### src/rtl/mem_arbiter.sv
// mem_arbiter
// Two-port arbiter that shares one single-port RAM between an instruction
// fetch port (read only) and a load/store port. Only one transaction is in
// flight at a time. Load/store wins by default. Fetch wins when load/store is
// idle, or when fetch has lost STARVE_LIMIT arbitrations in a row.
// All outputs are registered.
//
// Ports
//   clk, resetn                  clock, synchronous active-low reset
//   if_req/if_adr                fetch request (held until if_gnt)
//   if_gnt/if_done/if_rdata      fetch grant pulse, completion pulse, read data
//   ls_req/ls_we/ls_adr/ls_wdata load/store request (held until ls_gnt)
//   ls_gnt/ls_done/ls_rdata      load/store grant pulse, completion pulse, load data
//   ram_req/ram_we/ram_adr/ram_wdata  request to the shared RAM
//   ram_ready/ram_rvalid/ram_rdata    RAM accept, read-valid and read data
module mem_arbiter #(
    parameter int ADDR_WIDTH   = 32,
    parameter int DATA_WIDTH   = 32,
    parameter int STARVE_LIMIT = 4
) (
    input  logic                  clk,
    input  logic                  resetn,
    input  logic                  if_req,
    input  logic [ADDR_WIDTH-1:0] if_adr,
    output logic                  if_gnt,
    output logic                  if_done,
    output logic [DATA_WIDTH-1:0] if_rdata,
    input  logic                  ls_req,
    input  logic                  ls_we,
    input  logic [ADDR_WIDTH-1:0] ls_adr,
    input  logic [DATA_WIDTH-1:0] ls_wdata,
    output logic                  ls_gnt,
    output logic                  ls_done,
    output logic [DATA_WIDTH-1:0] ls_rdata,
    output logic                  ram_req,
    output logic                  ram_we,
    output logic [ADDR_WIDTH-1:0] ram_adr,
    output logic [DATA_WIDTH-1:0] ram_wdata,
    input  logic                  ram_ready,
    input  logic                  ram_rvalid,
    input  logic [DATA_WIDTH-1:0] ram_rdata
);

    typedef enum logic [1:0] {
        S_IDLE = 2'd0,
        S_REQ  = 2'd1,
        S_RESP = 2'd2
    } state_t;

    localparam logic [3:0] LIMIT = 4'(STARVE_LIMIT);

    state_t     r_state;
    logic [3:0] r_starve_cnt;
    logic       r_owner_if;   // 1: fetch owns the current transaction
    logic       w_if_wins;

    assign w_if_wins = if_req && (!ls_req || (r_starve_cnt == LIMIT));

    always_ff @(posedge clk) begin
        if (!resetn) begin
            // Returning to IDLE also discards any RAM response still in flight
            r_state      <= S_IDLE;
            r_starve_cnt <= 4'd0;
            r_owner_if   <= 1'b0;
            if_gnt       <= 1'b0;
            if_done      <= 1'b0;
            if_rdata     <= '0;
            ls_gnt       <= 1'b0;
            ls_done      <= 1'b0;
            ls_rdata     <= '0;
            ram_req      <= 1'b0;
            ram_we       <= 1'b0;
            ram_adr      <= '0;
            ram_wdata    <= '0;
        end else begin
            // Grant and done are single-cycle pulses
            if_gnt  <= 1'b0;
            ls_gnt  <= 1'b0;
            if_done <= 1'b0;
            ls_done <= 1'b0;

            case (r_state)
                S_IDLE: begin
                    if (if_req || ls_req) begin
                        r_state <= S_REQ;
                        ram_req <= 1'b1;
                        if (w_if_wins) begin
                            r_owner_if   <= 1'b1;
                            if_gnt       <= 1'b1;
                            ram_adr      <= if_adr;
                            ram_we       <= 1'b0;
                            r_starve_cnt <= 4'd0;
                        end else begin
                            r_owner_if <= 1'b0;
                            ls_gnt     <= 1'b1;
                            ram_adr    <= ls_adr;
                            ram_we     <= ls_we;
                            ram_wdata  <= ls_wdata;
                            // Fetch lost while asking: count toward forced win
                            if (if_req && (r_starve_cnt != LIMIT))
                                r_starve_cnt <= r_starve_cnt + 4'd1;
                        end
                    end
                end

                S_REQ: begin
                    if (ram_ready) begin
                        ram_req <= 1'b0;
                        ram_we  <= 1'b0;
                        if (ram_we) begin
                            // Store completes on acceptance; rvalid is ignored
                            ls_done <= 1'b1;
                            r_state <= S_IDLE;
                        end else if (ram_rvalid) begin
                            // Zero-latency read: skip RESP entirely
                            if (r_owner_if) begin
                                if_rdata <= ram_rdata;
                                if_done  <= 1'b1;
                            end else begin
                                ls_rdata <= ram_rdata;
                                ls_done  <= 1'b1;
                            end
                            r_state <= S_IDLE;
                        end else begin
                            r_state <= S_RESP;
                        end
                    end
                end

                S_RESP: begin
                    if (ram_rvalid) begin
                        if (r_owner_if) begin
                            if_rdata <= ram_rdata;
                            if_done  <= 1'b1;
                        end else begin
                            ls_rdata <= ram_rdata;
                            ls_done  <= 1'b1;
                        end
                        r_state <= S_IDLE;
                    end
                end

                default: r_state <= S_IDLE;
            endcase
        end
    end

endmodule

### config.mk
export PLATFORM = sky130hd
export DESIGN_NAME = mem_arbiter
export DESIGN_NICKNAME = d
export VERILOG_FILES = /design/src/rtl/mem_arbiter.sv
export SDC_FILE = /design/constraint.sdc
export NUM_CORES = 1
export LEC_CHECK = 0
export CORE_MARGIN = 5
export CORE_UTILIZATION = 43
export CTS_CLUSTER_SIZE = 20
export DETAILED_ROUTE_END_ITERATION = 16
export PLACE_DENSITY_LB_ADDON = 0.25
export SYNTH_ARGS = -nofsm -noshare
export SYNTH_HDL_FRONTEND = slang
export SYNTH_SLANG_ARGS = --single-unit
### constraint.sdc
create_clock -name clk -period 4.1 [get_ports clk]
set_input_delay 0.615 -clock clk [delete_from_list [all_inputs] [get_ports clk]]
set_output_delay 0.615 -clock clk [all_outputs]
set_load 0.01 [all_outputs]
# After elaboration in Yosys (flattened, before gate mapping)
# Index checks and enable logic that the tools add are counted.
[totals]
word_cells = 76
register_bits = 141
[classes]
mux = 37
n_bitwise = 1
reduce_logical = 16
n_eq_ne = 8
addsub = 1
[op_table]
columns = ["operator", "count"]
rows = [
  ["32-bit two-way mux", 9],
  ["32-bit one-hot mux with 2 select lines", 2],
  ["3-bit AND reduction", 6],
  ["1-bit two-way mux", 14],
  ["2-bit two-way mux", 5],
  ["4-bit two-way mux", 2],
  ["2-bit != test, second input constant", 4],
  ["1-bit one-hot mux with 2 select lines", 4],
  ["2-bit one-hot mux with 3 select lines", 1],
  ["2-bit nonzero test", 3],
  ["4-bit by 1-bit adder with 4-bit output, second input constant", 1],
  ["4-bit by 3-bit == test with 1-bit output, second input constant", 1],
  ["4-bit by 3-bit != test with 1-bit output, second input constant", 1],
  ["2-bit by 1-bit == test with 1-bit output, second input constant", 1],
  ["2-bit == test, second input constant", 1],
  ["1-bit logical AND", 2],
  ["2-bit zero test", 1],
  ["1-bit logical OR", 2],
  ["2-bit AND reduction", 1],
  ["1-bit zero test", 1],
  ["1-bit inverter", 1],
]

# Longest topological paths before layout
# Gate-level depths: netlist (run 1).
[depth]
word_depth = 6
depth_mapped = 8
depth_no_buf = 6

# Least setup slack after synthesis (run 1)
# Ideal clock, no wire load.
[synth_timing]
path_type = "in2reg"
from = "input if_req"
to = "register ram_wdata[10]"
setup_ps = 132
required_ps = 3968
arrival_ps = 1452
setup_slack_ps = 2515
n_path_buf = 3
cell_stages = 7
path_cell_list = "buf_4 -> nand4b_1 -> and3_1 -> buf_2 -> buf_4 -> nand2_1 -> a21oi_1"
[synth_between]
elab_chain_cells = 3
word_cells_on_any_way = 4
classes_between = "bitwise (1); reduce/logical (3)"
[synth_rtl]
columns = ["element", "line_no", "source"]
rows = [
  ["from (decl)", "23", "input logic if_req,"],
  ["1-bit logical AND", "57", "assign w_if_wins = if_req && (!ls_req || (r_starve_cnt == LIMIT));"],
  ["1-bit inverter (no line)", "n/a", ""],
  ["3-bit AND reduction (no line) *", "n/a", ""],
  ["to (signal assigned)", "98", "ram_wdata <= ls_wdata;"],
  ["to (decl)", "38", "output logic [DATA_WIDTH-1:0] ram_wdata,"],
]
# Every way passes the cells marked *; elsewhere a longest branch is shown, timed or not.
# A chain may end at the register's enable or synchronous reset.

# Final worst setup path (run 1)
[layout_timing]
from = "input ls_req"
to = "register ram_wdata[26]"
[layout_between]
elab_chain_cells = 5
word_cells_on_any_way = 6
classes_between = "bitwise (1); reduce/logical (5)"
[layout_rtl]
columns = ["element", "line_no", "source"]
rows = [
  ["from (decl)", "28", "input logic ls_req,"],
  ["1-bit zero test", "57", ""],
  ["1-bit logical OR", "57", ""],
  ["1-bit logical AND", "57", ""],
  ["1-bit inverter (no line)", "n/a", ""],
  ["3-bit AND reduction (no line) *", "n/a", ""],
]
# Marks and branches as above.

==> flow_summary.json, run 1 <==
{
  "slew_headroom_pct": 21.9,
  "cts_setup_buffers": 0,
  "synth_area_um2": 5400,
  "chipHeight_um": 122,
  "pin_count": 269,
  "nNetsFinal": 1032,
  "p_sw_share_pct": 25.0,
  "wl_per_cell_um": 15.7,
  "power_mw": 3.61,
  "dp_hpwl_um": 12200,
  "synthCells": 648,
  "end_kind": "flip-flop",
  "grt_max_degree": 102,
  "fp-row-count": 41,
  "hold_violations": 0,
  "ys_warn_count": 0,
  "totalWireLength_um": 16900,
  "grt_pass1_vias": 5251,
  "grt_setup_unrepaired": "no",
  "cts-root-buf": "clkbuf_16",
  "nFillCells": 1030,
  "synth_flop_cell": "dfxtp_1",
  "cts_made_buffers": 17,
  "postRouteAntennaNets": 0,
  "syn-num-nets": 788,
  "gr-total-overflow": 0,
  "routed_via_density": 5.03,
  "drt_iter0_drc": 394,
  "avgSynthCellArea_um2": 8.33,
  "die_area_um2": 14900,
  "status": "completed",
  "async_flop_share_pct": 0,
  "clockBufferDepth": 2,
  "ys_ff_latch": 141,
  "vias": 5405,
  "cts_hold_buf": 0,
  "antenna_found_initial": 0,
  "htreeDepth": 4,
  "drtPass1Iterations": 4,
  "yosysSeqAreaShare_pct": 52.3,
  "drv_slew": 0,
  "required_ns": 4.35,
  "cts_sinks": 141,
  "grt_usage_pct": 22.1,
  "antenna_cells": 0,
  "p_switching_uw": 905,
  "cts_tree": "built",
  "gp_congestion": 0.782,
  "tns_ns": 0,
  "worst_slew_pin_slew_ns": 1.17,
  "drive_gt1_share_pct": 4.99,
  "synth-edff-count": 0,
  "criticalPathCategory": "in2reg",
  "initial_core_util_pct": 43.3,
  "hp-class": "reg2reg",
  "fmax_mhz": 404,
  "power.internal_mw": 2.71,
  "drc": 0,
  "core_area_um2": 12500,
  "syn2layout_area_growth_pct": 60.0,
  "insertion_delay_ns": 0.41,
  "clkSlewWorstSetupHoldPaths_ns": 0.06,
  "dieWidth_um": 122,
  "worst-endpoint-arrival_ns": 2.72,
  "fin_crit_sh_pct": 60.4,
  "port_buffers": 268,
  "grt_pass1_wl_um": 26300,
  "power_density_nw_per_um2": 419,
  "max-cap-violations": 0,
  "setup_viol": 0,
  "pwr-share-seq_pct": 42.2,
  "power_leakage_nw": 3.09,
  "worst_ir_drop_vdd_mv": 0.256,
  "p_comb_share_pct": 18.6,
  "mostFrequentLayoutCells": "267 x clkdlybuf4s50_1, 188 x nand2_1, 141 x dfxtp_1",
  "worstPathMaxFanout": 53,
  "hold_ws_ns": 0.451,
  "synth_cell_types": 43,
  "final_common_cell": "clkdlybuf4s50_1",
  "start_kind": "input pin",
  "clock_skew_ns": 0.00937,
  "p_clk_share_pct": 39.3,
  "fin_crit_ns": 2.48,
  "post_cts_resized": 0
}
## worst paths after layout
check / depth (start not counted) / slack [ns] / from / to
max: 4 / 1.62 / ls_req / ram_wdata[26]
min: 2 / 0.45 / ls_rdata[29] / ls_rdata[29]
max reg2reg: 5 / 1.91 / r_state[0] / ram_wdata[26]
min reg2reg: 2 / 0.45 / ls_rdata[29] / ls_rdata[29]
## stage by stage
stage	cells	util (%)	worst slack, ns	cell area (um^2)
4_1_cts	1073	69.2	1.47	8620
3_3_place_gp	1044	64.8	1.26	8080
3_5_place_dp	1044	64.8	1.03	8080
5_1_grt	1074	69.3	1.48	8640
6_report	1074	69.3	1.62	8640
2_1_floorplan	648	-	2.52	5400
## worst max-delay path, cell delays in order
cell and delay (ns):
clkdlybuf4s50_1 0.79, nand3_2 0.90, nand2_1 0.30, a21oi_1 0.10
## layer usage
metal	wire, um	vias to the layer above	GRT usage (%)
li1	-	2683	-
met1	6660	2503	25.3
met2	8380	196	37.5
met3	1560	23	8.96
met4	303	0	7.63
met5	0	-	0
## layout make-up
type / count / area, um^2 / area share (%)
Clock inverter: 7 / 65.1 / 0.753
Clock buffer: 22 / 484 / 5.61
Inverter: 8 / 30.0 / 0.348
Multi-Input combinational cell: 449 / 2280 / 26.5
Tap cell: 172 / 215 / 2.49
Sequential cell: 141 / 2820 / 32.7
Timing Repair Buffer: 275 / 2730 / 31.7
## flip-flops by register name, summed over array words and instances (netlist names)
register and cells:
if_rdata 32, r_owner_if 1, ram_we 1, ls_rdata 32, if_gnt 1, r_starve_cnt 4, ls_done 1, ram_adr 32
r_state 2, if_done 1, ls_gnt 1, ram_req 1, ram_wdata 32
## power by group through the flow
stage | Sequential, mW | Combinational (mW) | Clock, mW
2_1_floorplan | 1.59 | 0.252 | 0
3_3_place_gp | 1.55 | 0.655 | 0
3_5_place_dp | 1.55 | 0.673 | 0
4_1_cts | 1.52 | 0.676 | 1.45
5_1_grt | 1.53 | 0.726 | 1.51
6_report | 1.52 | 0.671 | 1.42
## synth_stat cells, types with 2 or more instances
library cell	number	share of area, %
buf_4	5	0.70
o21ai_1	11	1.0
nor3_1	2	0.19
o21ai_0	54	5.0
a211oi_1	2	0.28
nand3_1	36	3.3
mux2i_1	13	2.4
nor2_1	6	0.42
nand4b_1	3	0.49
buf_6	4	0.83
a31oi_1	2	0.23
buf_2	17	1.6
ha_1	5	1.2
dfxtp_1	141	52
a21oi_1	80	7.4
o31ai_1	2	0.28
clkbuf_1	22	1.5
inv_1	8	0.56
nand2_1	188	13
a22oi_1	20	2.8
nor2b_1	4	0.46
clkbuf_2	2	0.19
## logic make-up after synthesis
| group | count (synthesis) | synth area share [%] |
|---|---|---|
| adder cells (fa/ha/maj) | 5 | 1.16 |
| buffers and inverters | 58 | 5.38 |
| multiplexers | 13 | 2.41 |
| flip-flops | 141 | 52.3 |
| AND/OR/NAND/NOR | 250 | 19.7 |
| AO/OA/AOI/OAI | 181 | 19.1 |
(Power assumes the default switching activity.)
==> run 2: changes to the inputs <==
- CORE_UTILIZATION: 43 -> 40
- clock period: 4.1 -> 2.6 ns (I/O delays scaled with it)
==> flow_summary.json, run 2 (synthesized netlist as in run 1, its figures left out) <==
{
  "die_area_um2": 15900,
  "chipHeight_um": 126,
  "worst_ir_drop_vdd_mv": 0.361,
  "cts_sinks": 141,
  "core_area_um2": 13200,
  "hp-class": "reg2reg",
  "drive_gt1_share_pct": 5.72,
  "gr-total-overflow": 0,
  "status": "completed",
  "gp_congestion": 0.878,
  "dieWidth_um": 126,
  "worstPathMaxFanout": 33,
  "slew_headroom_pct": 27.2,
  "nNetsFinal": 1037,
  "crit_start": "r_starve_cnt[0]",
  "syn2layout_area_growth_pct": 63.0,
  "clkSlewWorstSetupHoldPaths_ns": 0.05,
  "antenna_found_initial": 0,
  "pin_count": 269,
  "routed_via_density": 4.96,
  "vias": 5382,
  "drv_slew": 0,
  "drc": 0,
  "crit_end": "ram_wdata[0]",
  "totalWireLength_um": 16900,
  "hold_violations": 0,
  "cts-root-buf": "clkbuf_16",
  "drtPass1Iterations": 5,
  "grt_max_degree": 102,
  "insertion_delay_ns": 0.41,
  "port_buffers": 268,
  "final_common_cell": "clkdlybuf4s50_1",
  "setup_viol": 0,
  "rrSetupSlack_ns": 0.41,
  "fin_crit_sh_pct": 84.1,
  "end_kind": "flip-flop",
  "layout.cells.non_filler": 1085,
  "fmax_mhz": 457,
  "fin_crit_ns": 2.19,
  "cts_hold_buf": 0,
  "max-cap-violations": 0,
  "grt_pass1_wl_um": 26600,
  "start_kind": "flip-flop",
  "power_leakage_nw": 3.17,
  "worst_slew_pin_slew_ns": 1.09,
  "clock_skew_ns": 0.00712,
  "antenna_cells": 0,
  "grt_pass1_vias": 5274,
  "worst-endpoint-arrival_ns": 2.51,
  "power_density_nw_per_um2": 693,
  "dp_cells": 1054,
  "cts_made_buffers": 17,
  "mostFrequentLayoutCells": "267 x clkdlybuf4s50_1, 188 x nand2_1, 141 x dfxtp_1",
  "cts_tree": "built",
  "dp_hpwl_um": 12500,
  "reg2reg_from": "r_starve_cnt[0]",
  "tns_ns": 0,
  "grt_setup_unrepaired": "no",
  "htreeDepth": 4,
  "fp-row-count": 42,
  "wl_per_cell_um": 15.6,
  "criticalPathCategory": "reg2reg",
  "clockBufferDepth": 2,
  "grt_usage_pct": 20.3,
  "cts_setup_buffers": 0,
  "rr_worst_depth": 6,
  "drt_iter0_drc": 316,
  "required_ns": 2.92,
  "post_cts_resized": 0,
  "postRouteAntennaNets": 0,
  "initial_core_util_pct": 40.8,
  "reg2reg_to": "ram_wdata[0]"
}
run 2: worst min-delay path by stage:
stage / start / end / depth (start not counted)
2_1_floorplan: r_starve_cnt[1] / r_starve_cnt[1] / 2
3_5_place_dp: if_rdata[30] / if_rdata[30] / 2
6_report: if_rdata[29] / if_rdata[29] / 2
5_1_grt: if_rdata[30] / if_rdata[30] / 2
4_1_cts: resetn / ls_gnt / 3
3_3_place_gp: if_rdata[26] / if_rdata[26] / 2
run 2: through the flow:
step	cell area [um^2]	utilization (%)	setup slack (ns)	power, mW	hold WS, ns
3_5_place_dp	8150	61.5	0.319	3.53	0.445
5_1_grt	8800	66.4	0.201	6.36	0.472
2_1_floorplan	5400	-	1.12	2.91	0.462
4_1_cts	8800	66.4	0.412	6.16	0.438
6_report	8800	66.4	0.414	6.10	0.449
3_3_place_gp	8150	61.5	0.350	3.49	0.437
run 2: layer usage:
| layer | global-route usage [%] | share of wire [%] | vias to the layer above |
|---|---|---|---|
| li1 | - | - | 2698 |
| met1 | 23.8 | 42 | 2457 |
| met2 | 34.8 | 49 | 206 |
| met3 | 7.37 | 8.2 | 21 |
| met4 | 6.44 | 1.6 | 0 |
| met5 | 0 | 0 | - |
run 2: layout make-up:
cell class | count | area (um^2)
fill | 1088 | 4450
sequential | 141 | 2820
timing repair buffer | 280 | 2790
multi-input combinational | 449 | 2280
clock buffer | 20 | 457
tap | 176 | 220
clock inverter | 11 | 190
inverter | 8 | 30.0
run 2: where the power goes:
group          switching [mW]  internal (mW)
Combinational           0.500          0.573
Sequential             0.0845           2.32
Clock                   0.873           1.75
run 2: worst max-delay path, cell delays in order, from the launching register on:
cell and delay (ns):
dfxtp_1 0.39, inv_1 0.07, ha_1 0.25, nand4b_1 0.14
and3_1 0.90, nand2_1 0.16, a21oi_1 0.19
==> run 3: changes to the inputs <==
- CORE_UTILIZATION: 40 -> 36
- clock period: 2.6 -> 1.8 ns (I/O delays scaled with it)
==> flow_summary.json, run 3 (synthesized netlist as in run 1, its figures left out) <==
{
  "status": "completed",
  "grt_pass1_vias": 5136,
  "insertion_delay_ns": 0.41,
  "totalWireLength_um": 17300,
  "design_area_um2": 8970,
  "hold_end": "r_state[0]",
  "nNetsFinal": 1046,
  "tns_ns": 0,
  "port_buffers": 268,
  "postRouteAntennaNets": 0,
  "cts_sinks": 141,
  "rrSetupSlack_ns": 0.13,
  "nFillCells": 1292,
  "fmax_mhz": 595,
  "gr-total-overflow": 0,
  "clockBufferDepth": 2,
  "reg2reg_from": "r_state[1]",
  "worst-endpoint-arrival_ns": 1.41,
  "gp_congestion": 0.828,
  "hp-class": "in2reg",
  "clock_skew_ns": 0.0102,
  "drt_iter0_drc": 219,
  "hold_violations": 0,
  "ff_latch_area_um2": 2820,
  "core_area_um2": 14600,
  "mostFrequentLayoutCells": "267 x clkdlybuf4s50_1, 188 x nand2_1, 141 x dfxtp_1",
  "die_area_um2": 17500,
  "worst-path-buf-inv": 1,
  "drtPass1Iterations": 5,
  "final_common_cell": "clkdlybuf4s50_1",
  "critPathSlowestCell": "clkdlybuf4s50_1",
  "fin_crit_ns": 1.68,
  "drc": 0,
  "grt_max_degree": 97,
  "cts-root-buf": "clkbuf_16",
  "max-cap-violations": 0,
  "hold_start": "resetn",
  "dieWidth_um": 132,
  "syn2layout_area_growth_pct": 66.2,
  "chipHeight_um": 132,
  "hold_ws_ns": 0.182,
  "routed_via_density": 4.82,
  "htreeDepth": 4,
  "antenna_cells": 0,
  "fp-row-count": 44,
  "grt_usage_pct": 19.0,
  "crit_family": "buffers and inverters",
  "dpl-instance-area_um2": 8320,
  "initial_core_util_pct": 36.9,
  "rr_worst_depth": 7,
  "path_cells": "clkdlybuf4s50_1",
  "cts_made_buffers": 17,
  "grt_setup_unrepaired": "no",
  "reg2reg_to": "if_rdata[4]",
  "worst_slew_pin_slew_ns": 0.416,
  "start_kind": "flip-flop",
  "pin_count": 269,
  "required_ns": 1.53,
  "cts_tree": "built",
  "criticalPathCategory": "reg2out",
  "setup_viol": 0,
  "clkSlewWorstSetupHoldPaths_ns": 0.05,
  "grt_pass1_wl_um": 27100,
  "wl_per_cell_um": 15.7,
  "drive_gt1_share_pct": 6.75,
  "multi_input_area_um2": 2290,
  "cts_setup_buffers": 0,
  "drv_slew": 0,
  "power_leakage_nw": 3.24,
  "final_util_pct": 61.2,
  "post_cts_resized": 0,
  "cts_hold_buf": 0,
  "worstPathMaxFanout": 6,
  "vias": 5311,
  "power_density_nw_per_um2": 972,
  "end_kind": "output pin",
  "whs_path_depth": 2,
  "worst_ir_drop_vdd_mv": 0.584,
  "antenna_found_initial": 0,
  "dp_hpwl_um": 12100,
  "slew_headroom_pct": 72.3,
  "fin_crit_sh_pct": 93.3,
  "crit_path_max_incr_delay_ns": 0.59
}
## run 3: how the worst max path moves through the flow
stage	slack, ns	startpoint	to	depth (start not counted)
after floorplan	0.32	r_starve_cnt[0]	r_starve_cnt[3]	6
after global placement	0.04	if_req	ram_wdata[8]	6
after detailed placement	0.03	if_req	ram_wdata[21]	6
after CTS	0.09	ram_we	ram_we	1
after global routing	0.005	r_state[1]	if_rdata[12]	7
final	0.12	ram_we	ram_we	1
## run 3: final cells by class
| type | count | area share, % |
|---|---|---|
| sequential | 141 | 31.5 |
| multi-input combinational | 449 | 25.5 |
| clock buffer | 22 | 5.40 |
| timing repair buffer | 289 | 33.2 |
| tap | 184 | 2.57 |
| clock inverter | 9 | 1.49 |
| inverter | 8 | 0.335 |
## run 3: layer usage
metal | up-vias | wire [um] | track usage (%)
met5 | - | 0 | 0
li1 | 2720 | - | -
met2 | 198 | 7960 | 30.7
met1 | 2386 | 7370 | 22.4
met3 | 7 | 1850 | 10.6
met4 | 0 | 108 | 3.29
## run 3: power breakdown
group / leakage [nW] / total, mW / switching (mW) / internal (mW)
Sequential: 1.15 / 3.46 / 0.108 / 3.35
Combinational: 1.79 / 1.64 / 0.745 / 0.892
Clock: 0.303 / 3.62 / 1.30 / 2.32
## run 3: metrics by stage
stage	worst slack [ns]	instances	power, mW
final	0.120	1102	8.72
after global routing	0.00510	1102	9.10
after CTS	0.0934	1101	8.81
after detailed placement	0.0284	1070	5.16
after global placement	0.0357	1070	5.15
after floorplan	0.323	648	4.20
